$ cat config.mk
export PLATFORM = sky130hd
export DESIGN_NAME = muxn_pipe
export DESIGN_NICKNAME = d
export VERILOG_FILES = /design/src/rtl/muxn_pipe.sv
export SDC_FILE = /design/constraint.sdc
export NUM_CORES = 1
export LEC_CHECK = 0
export ABC_AREA = 1
export BUFFER_PORTS_ARGS = -buffer_cell sky130_fd_sc_hd__buf_2
export CAP_MARGIN = 20
export CORE_MARGIN = 10
export CORE_UTILIZATION = 35
export DETAILED_ROUTE_END_ITERATION = 7
export GPL_TIMING_DRIVEN = 1
export PLACE_DENSITY = 0.58
export SLEW_MARGIN = 20
export SYNTH_ARGS = -nofsm -noshare
export SYNTH_HDL_FRONTEND = slang
export SYNTH_SLANG_ARGS = --single-unit
$ cat constraint.sdc
create_clock -name clk -period 1.8 [get_ports clk]
set_input_delay 0.54 -clock clk [delete_from_list [all_inputs] [get_ports clk]]
set_output_delay 0.54 -clock clk [all_outputs]
set_load 0.01 [all_outputs]
$ cat src/rtl/muxn_pipe.sv
`default_nettype none
// ============================================================================
// Module   : muxn_pipe
// Purpose  : Parametrised N-way word selector with a registered output,
//            valid/ready handshake and a 2-entry (main + skid) buffer.
//            Out-of-range selects yield an all-zero word and set a sticky
//            error flag.
// Revision : 1.0 - initial release
// ============================================================================
module muxn_pipe #(
    parameter int DATA_W = 32,
    parameter int NUM_IN = 3,
    parameter int SEL_W  = 2
) (
    input  logic                     clk,
    input  logic                     rst,
    input  logic                     flush,
    input  logic                     in_valid,
    output logic                     in_ready,
    input  logic [SEL_W-1:0]         sel,
    input  logic [NUM_IN*DATA_W-1:0] data_in,
    output logic                     out_valid,
    input  logic                     out_ready,
    output logic [DATA_W-1:0]        data_out,
    output logic                     sel_err
);

    // Unpacked view of the input words
    logic [DATA_W-1:0] w_words [NUM_IN];

    genvar gi;
    generate
        for (gi = 0; gi < NUM_IN; gi++) begin : g_unpack
            assign w_words[gi] = data_in[gi*DATA_W +: DATA_W];
        end
    endgenerate

    // Selected word and whether sel named an existing input
    logic [DATA_W-1:0] w_sel_word;
    logic              w_sel_ok;

    // State: main entry drives the output, skid entry absorbs one word of
    // back-pressure so in_ready can be a pure register.
    logic [DATA_W-1:0] main_data_q, main_data_d;
    logic              main_valid_q, main_valid_d;
    logic [DATA_W-1:0] skid_data_q, skid_data_d;
    logic              skid_valid_q, skid_valid_d;
    logic              in_ready_q, in_ready_d;
    logic              sel_err_q, sel_err_d;

    logic w_push;
    logic w_pop;

    // Decode sel into a word; anything beyond NUM_IN-1 selects zero
    always_comb begin
        w_sel_word = '0;
        w_sel_ok   = 1'b0;
        for (int i = 0; i < NUM_IN; i++) begin
            if (32'(sel) == 32'(i)) begin
                w_sel_word = w_words[i];
                w_sel_ok   = 1'b1;
            end
        end
    end

    assign w_push = in_valid & in_ready_q;
    assign w_pop  = main_valid_q & out_ready;

    // Next-state for the main/skid pair, ready and the sticky error
    always_comb begin
        main_data_d  = main_data_q;
        main_valid_d = main_valid_q;
        skid_data_d  = skid_data_q;
        skid_valid_d = skid_valid_q;
        sel_err_d    = sel_err_q | (w_push & ~w_sel_ok);

        if (flush) begin
            // Buffered words and any word arriving now are dropped
            main_valid_d = 1'b0;
            skid_valid_d = 1'b0;
        end else if (w_pop && skid_valid_q) begin
            // in_ready is low here, so no push can coincide
            main_data_d  = skid_data_q;
            skid_valid_d = 1'b0;
        end else if (w_pop) begin
            main_valid_d = w_push;
            if (w_push) begin
                main_data_d = w_sel_word;
            end
        end else if (!main_valid_q) begin
            if (w_push) begin
                main_data_d  = w_sel_word;
                main_valid_d = 1'b1;
            end
        end else begin
            if (w_push) begin
                skid_data_d  = w_sel_word;
                skid_valid_d = 1'b1;
            end
        end

        in_ready_d = ~skid_valid_d;
    end

    // State registers with synchronous active-high reset
    always_ff @(posedge clk) begin
        if (rst) begin
            main_data_q  <= '0;
            main_valid_q <= 1'b0;
            skid_data_q  <= '0;
            skid_valid_q <= 1'b0;
            in_ready_q   <= 1'b1;
            sel_err_q    <= 1'b0;
        end else begin
            main_data_q  <= main_data_d;
            main_valid_q <= main_valid_d;
            skid_data_q  <= skid_data_d;
            skid_valid_q <= skid_valid_d;
            in_ready_q   <= in_ready_d;
            sel_err_q    <= sel_err_d;
        end
    end

    assign data_out  = main_data_q;
    assign out_valid = main_valid_q;
    assign in_ready  = in_ready_q;
    assign sel_err   = sel_err_q;

endmodule
`default_nettype wire

== Word level (Yosys, flattened, before mapping) ==
Cells that the tools add are included.
Cells by class
  equal/unequal tests: 3
  muxes and demuxes: 18
  bitwise gates (word level): 9
  reduce and logical (&&, ||, !) cells: 5
Operator list (count)
  2-to-1 mux 32 bit: 7
  2-to-1 mux 1 bit: 11
  NOT 1 bit: 5
  AND reduction 5 bit: 1
  AND 1 bit: 3
  != test 3 x 1 -> 1 bit, second input constant: 1
  equality test 2 x 1 -> 1 bit, second input constant: 1
  equality test 2 bit, second input constant: 1
  logical NOT 2 bit: 1
  AND reduction 2 bit: 1
  OR reduction 2 bit: 1
  logical AND 1 bit: 1
  bitwise OR 1 bit: 1
Word-level totals
  register bits after elaboration: 68
  bits of input ports: 103
  output and inout bits: 35
  word-level logic and storage cells: 41

== Depth between registers and ports, before layout ==
Gate-level depths: netlist of run 1.
  word-level depth: 8
  mapped depth: 7

== Worst setup path after synthesis of run 1 ==
No wires, ideal clock.
  kind: input-to-reg
  start point: input out_ready
  end point: register main_data_q[23] (netlist: data_out[23])
  setup time: 0.120 ns
  arrival time: 1.290 ns
  slack: 0.391 ns
  stages on the path: 6
  cell sequence: nand3_1 -> buf_2 -> clkbuf_1 -> nor2_1 -> a21oi_1 -> a21oi_1
On the way
  longest elaborated chain between the ends: 4
  elaborated cells on any way between the ends: 6
  those cells by class: 1 x eq/ne; 2 x mux; 1 x bitwise; 2 x reduce/logical
RTL lines
  start, declared: RTL line 23  | input logic out_ready,
  AND 1 bit *: RTL line 67  | assign w_pop = main_valid_q & out_ready;
  logical AND 1 bit: RTL line 81  | end else if (w_pop && skid_valid_q) begin
  != test 3 x 1 -> 1 bit (no line)
  AND reduction 2 bit (no line)
  end signal, assigned: RTL line 115  | main_data_q <= main_data_d;
  end, declared: RTL line 44  | logic [DATA_W-1:0] main_data_q, main_data_d;
Every way passes the cells marked *; elsewhere a longest branch is shown, timed or not.
A chain may end at the register's enable or synchronous reset.

== Worst setup path in the final report of run 1 ==
  start point: register main_valid_q (netlist: out_valid)
  end point: output out_valid
RTL lines
  start, declared: RTL line 45  | logic main_valid_q, main_valid_d;
  start signal, assigned: RTL line 116  | main_valid_q <= main_valid_d;
  end, declared: RTL line 22  | output logic out_valid,
No word-level cell between the ends.

==> results of run 1 <==
-- kinds of logic after synthesis --
logic type | share of synthesized area [%]
DFF | 35.9
AOI/OAI and AO/OA | 13.1
and+or+nand+nor | 38.1
buffers and inverters | 12.9
-- synth_stat cells (all sizes together) --
cell type / count
a21oi: 64
a31o: 1
a31oi: 1
buf: 36
clkbuf: 13
dfxtp: 68
inv: 71
nand2: 101
nand3: 129
nand4: 2
nor2: 100
nor3: 2
o21ai: 32
-- area by class of cell --
type,count,area (sq um)
clock buffer,9,124
fill,1118,5590
clock inverter,7,72.6
sequential,68,1360
tap,136,170
inverter,71,267
timing repair buffer,157,936
multi-input combinational,432,1950
-- power by group through the flow --
stage / registers, mW / clock network [mW] / logic (mW)
5_1_grt: 1.61 / 1.38 / 0.723
2_1_floorplan: 1.66 / 0 / 0.330
3_3_place_gp: 1.64 / 0 / 0.624
3_5_place_dp: 1.64 / 0 / 0.639
6_report: 1.60 / 1.28 / 0.637
4_1_cts: 1.60 / 1.31 / 0.643
-- placed cells by master (no fill, tap or decap), drive strengths merged --
cell        n
nor2      100
o21ai      32
a31o        1
clkinvlp    2
nand3     129
clkinv      2
a31oi       1
buf       157
dfxtp      68
inv        73
bufinv      1
a21oi      64
nand4       2
nor3        2
nand2     101
clkbuf      9
-- registers in the layout (all words and copies together) (netlist names) --
signal        cells
out_valid         1
data_out         32
in_ready          1
skid_data_q      32
skid_valid_q      1
sel_err           1
-- how the worst min path moves through the flow --
stage,slack [ps],depth (start not counted),to,startpoint
after floorplan,480,2,skid_data_q[0],skid_data_q[0]
after CTS,350,2,sel_err,rst
after global routing,350,2,sel_err,rst
after detailed placement,460,2,sel_err,sel_err
final,360,2,sel_err,rst
after global placement,450,2,sel_err,sel_err
-- routing by layer --
| layer | track usage (%) | vias to the layer above | routed length, um |
|---|---|---|---|
| met3 | 4.34 | 11 | 937 |
| met4 | 5.18 | 0 | 159 |
| met2 | 28.3 | 136 | 6490 |
| met5 | 0 | - | 0 |
| li1 | - | 2225 | - |
| met1 | 20.3 | 1978 | 5510 |
==> results.sh, run 1 <==
export IMPL_final_nets=842
export IMPL_cts_buffer_depth=2
export IMPL_whs_ps=363
export IMPL_worstSetupPathType="reg2out"
export IMPL_grt_pass1_wl_um=20900
export IMPL_path_delay_family="flip-flops"
export IMPL_htreeDepth=3
export IMPL_min_period_ps=1530
export IMPL_p_int_mw=2.48
export IMPL_layout_drive_gt1_share_pct=24.2
export IMPL_cts_tree="built"
export IMPL_post_drt_wl_per_cell_um=14.9
export IMPL_path_max_fanout=6
export IMPL_tightest_slew_ps=416
export IMPL_finalCritPeriodShare_pct=84.8
export IMPL_dp_hpwl_um=9140
export IMPL_cts_resized=0
export IMPL_leakage_nw=2.45
export IMPL_cp_slowest_cell="dfxtp_1"
export IMPL_ys_ff_latch=68
export IMPL_syn_area_sq_mm=0.00379
export IMPL_seq_power_share_pct=45.5
export IMPL_rsz0062_at_grt="false"
export IMPL_rr_startpoint="out_valid"
export IMPL_critical_path_max_stage_delay_ps=450
export IMPL_fp_dieW_um=124
export IMPL_dp_cells=864
export IMPL_clkLatencyLatePin_ps=350
export IMPL_syn_to_final_growth_pct=28.6
export IMPL_path_depth=1
export IMPL_grt_ovfl_total=0
export IMPL_crit_path_end="out_valid"
export IMPL_fin_worst_skew_ps=18.2
export IMPL_grt_usage_pct=16.7
export IMPL_grt_start_max_net_pins=67
export IMPL_fin_util_pct=46.6
export IMPL_power_frac_comb_pct=18.1
export IMPL_switchingPower_mw=1.03
export IMPL_crit_path_end_kind="primary output"
export IMPL_power_density_mw_per_mm2=721
export IMPL_r2r_cells=5
export IMPL_finalSetupViolCount=0
export IMPL_ys_types=18
export IMPL_drc=0
export IMPL_max_clock_freq_mhz=655
export IMPL_r2r_slack_ps=330
export IMPL_drt_initial_drc_count=358
export IMPL_status="complete, no violations"
export IMPL_clockRootBuffer="clkbuf_8"
export IMPL_swShare_pct=29.3
export IMPL_power_total_mw=3.51
export IMPL_grt_pass1_vias=4251
export IMPL_final_cells=880
export IMPL_critPathLaunchType="register"
export IMPL_cap_violations=0
export IMPL_critPathBufInv=1
export IMPL_yosys_area_top_type_share_pct=35.9
export IMPL_rr_endpoint="skid_data_q[22]"
export IMPL_design_area_sq_mm=0.00488
export IMPL_pre_cts_ws_ps=132
export IMPL_crit_required_ps=1260
export IMPL_place_area_sq_mm=0.00468
export IMPL_antenna_found_initial=0
export IMPL_synthCells=620
export IMPL_setup_ws_ps=274
export IMPL_synth_area_top_cells="dfxtp_1 (36%), nand3_1 (17%), nand2_1 (9.9%)"
export IMPL_tns_ps=0
export IMPL_first_pass_iters=5
export IMPL_cts_buffers=9
export IMPL_rows=37
export IMPL_worstPathCellList="buf_2"
export IMPL_vias=4350
export IMPL_yosysSeqAreaShare_pct=35.9
export IMPL_syn_avg_cell_area_sq_um=6.12
export IMPL_yosysWarnings=0
export IMPL_ir_drop_mv=0.396
export IMPL_antennaDiodeCount=0
export IMPL_boundaryPins=138
export IMPL_p_clk_share_pct=36.3
export IMPL_fp_dieArea_sq_mm=0.0154
export IMPL_relSlewSlack_pct=72.2
export IMPL_cts_hold_buf=0
export IMPL_wirelength_um=13100
export IMPL_crit_start="out_valid"
export IMPL_arrival_ps=990
export IMPL_path_clk_slew_ps=90
export IMPL_synth_area_leader_cell="dfxtp_1"
export IMPL_core_area_sq_mm=0.0105
export IMPL_cts_setup_buffers=0
export IMPL_slew_violations=0
export IMPL_hold_violations=0
export IMPL_start_util_pct=36.2
export IMPL_gp_congestion=0.789
export IMPL_clock_sinks=68
export IMPL_portBuffers=137
export IMPL_die_h_um=124
export IMPL_via_per_inst=4.94
export IMPL_hold_path_class="in2reg"
export IMPL_drt_antenna_violating_nets=0
export IMPL_synthesis_nets=723
No activity file was read; power rests on OpenSTA's default activity.
==> run 2, diff against run 1 <==
--- a/config.mk
+++ b/config.mk
@@ -12,7 +12,7 @@
 export CORE_UTILIZATION = 35
 export DETAILED_ROUTE_END_ITERATION = 7
 export GPL_TIMING_DRIVEN = 1
-export PLACE_DENSITY = 0.58
+export PLACE_DENSITY = 0.6
 export SLEW_MARGIN = 20
 export SYNTH_ARGS = -nofsm -noshare
 export SYNTH_HDL_FRONTEND = slang
==> constraint.sdc (replaced) <==
create_clock -name clk -period 1.4 [get_ports clk]
set_input_delay 0.42 -clock clk [delete_from_list [all_inputs] [get_ports clk]]
set_output_delay 0.42 -clock clk [all_outputs]
set_load 0.01 [all_outputs]
==> results.sh, run 2 (synthesis results as in run 1) <==
export IMPL_clockRootBuffer="clkbuf_8"
export IMPL_clock_sinks=68
export IMPL_crit_path_end_kind="primary output"
export IMPL_path_clk_slew_ps=80
export IMPL_post_drt_wl_per_cell_um=14.3
export IMPL_hold_path_class="in2reg"
export IMPL_finalSetupViolCount=0
export IMPL_drt_initial_drc_count=302
export IMPL_die_h_um=124
export IMPL_min_period_ps=1310
export IMPL_syn_to_final_growth_pct=30.9
export IMPL_fp_dieArea_sq_mm=0.0154
export IMPL_via_per_inst=4.93
export IMPL_fp_dieW_um=124
export IMPL_worstSetupPathType="reg2out"
export IMPL_grtUsageMet3_pct=4.16
export IMPL_cap_violations=0
export IMPL_antennaDiodeCount=0
export IMPL_path_max_fanout=6
export IMPL_hold_violations=0
export IMPL_dp_hpwl_um=8940
export IMPL_drc=0
export IMPL_grt_pass1_vias=4170
export IMPL_grt_pass1_wl_um=20100
export IMPL_path_delay_family="flip-flops"
export IMPL_critPathLaunchType="register"
export IMPL_htreeDepth=3
export IMPL_setup_ws_ps=95.0
export IMPL_grt_use_met2_pct=27.2
export IMPL_p_int_mw=3.38
export IMPL_cp_slowest_cell="dfxtp_2"
export IMPL_portBuffers=137
export IMPL_p_clk_share_pct=38.2
export IMPL_slew_violations=0
export IMPL_tightest_slew_ps=398
export IMPL_power_total_mw=4.68
export IMPL_status="complete, no violations"
export IMPL_drt_antenna_violating_nets=0
export IMPL_core_area_sq_mm=0.0105
export IMPL_arrival_ps=890
export IMPL_finalCritPeriodShare_pct=93.2
export IMPL_max_clock_freq_mhz=766
export IMPL_grt_usage_pct=16.1
export IMPL_cts_buffer_depth=2
export IMPL_crit_required_ps=980
export IMPL_ir_drop_mv=0.476
export IMPL_pre_cts_ws_ps=-94.1
export IMPL_cts_tree="built"
export IMPL_wirelength_um=12700
export IMPL_boundaryPins=138
export IMPL_cts_hold_buf=0
export IMPL_use_met1_pct=19.7
export IMPL_leakage_nw=2.49
export IMPL_final_common_cell="buf_2"
export IMPL_fin_worst_skew_ps=6.69
export IMPL_power_density_mw_per_mm2=942
export IMPL_rows=37
export IMPL_fin_util_pct=47.5
export IMPL_critical_path_max_stage_delay_ps=390
export IMPL_grt_ovfl_total=0
export IMPL_rsz0062_at_grt="false"
export IMPL_vias=4367
export IMPL_grt_start_max_net_pins=67
export IMPL_gp_congestion=0.821
export IMPL_first_pass_iters=6
export IMPL_start_util_pct=36.2
export IMPL_clkLatencyLatePin_ps=340
export IMPL_swShare_pct=27.7
export IMPL_power_frac_comb_pct=17.9
export IMPL_final_nets=847
export IMPL_antenna_found_initial=0
export IMPL_seq_power_share_pct=43.9
export IMPL_critPathBufInv=1
export IMPL_relSlewSlack_pct=73.2
export IMPL_worstPathCellList="buf_2"
export IMPL_layout_drive_gt1_share_pct=24.8
export IMPL_switchingPower_mw=1.30
export IMPL_cts_buffers=9
export IMPL_final_cell_mix="buf_2 (137), nand3_1 (128), nor2_1 (99), nand2_1 (99), inv_1 (70)"
export IMPL_grt_busiest_layer="met2"
run 2: layout make-up:
class,count,area [sq um]
Tap cell,136,170
Sequential cell,68,1360
Multi-Input combinational cell,432,1950
Inverter,71,267
Clock buffer,10,128
Clock inverter,6,88.8
Fill cell,1107,5500
Timing Repair Buffer,162,1000
run 2: worst paths after layout:
check / startpoint / endpoint / slack, ps / cells past startpoint
max: out_valid / out_valid / 90 / 1
min: rst / sel_err / 250 / 2
max reg2reg: in_ready / data_out[20] / 140 / 7
min reg2reg: sel_err / sel_err / 480 / 2
run 2: per-stage QoR:
stage | cells | area (sq um) | TNS (ps) | hold WS (ps)
final | 885 | 4970 | 0 | 253
after global placement | 869 | 4740 | -1660 | 453
after CTS | 885 | 4960 | 0 | 241
after floorplan | 620 | 3790 | 0 | 475
after detailed placement | 869 | 4740 | -3350 | 457
after global routing | 885 | 4970 | 0 | 253
run 2: layer usage:
metal / up-vias / part of all wire [%]
met5: - / 0
met2: 126 / 49
met4: 0 / 0.89
met1: 1995 / 44
met3: 11 / 6.9
li1: 2235 / -
run 2: power by group through the flow:
stage	logic [mW]	clock network, mW	registers [mW]
6_report	0.836	1.79	2.05
5_1_grt	0.948	1.90	2.07
4_1_cts	0.844	1.83	2.05
3_5_place_dp	0.839	0	2.10
3_3_place_gp	0.826	0	2.10
2_1_floorplan	0.424	0	2.13
run 2: timing repair:
action	in CTS	in global routing
endpoints found under the setup margin	4	21
gates resized for setup	2	1
setup buffers	0	0
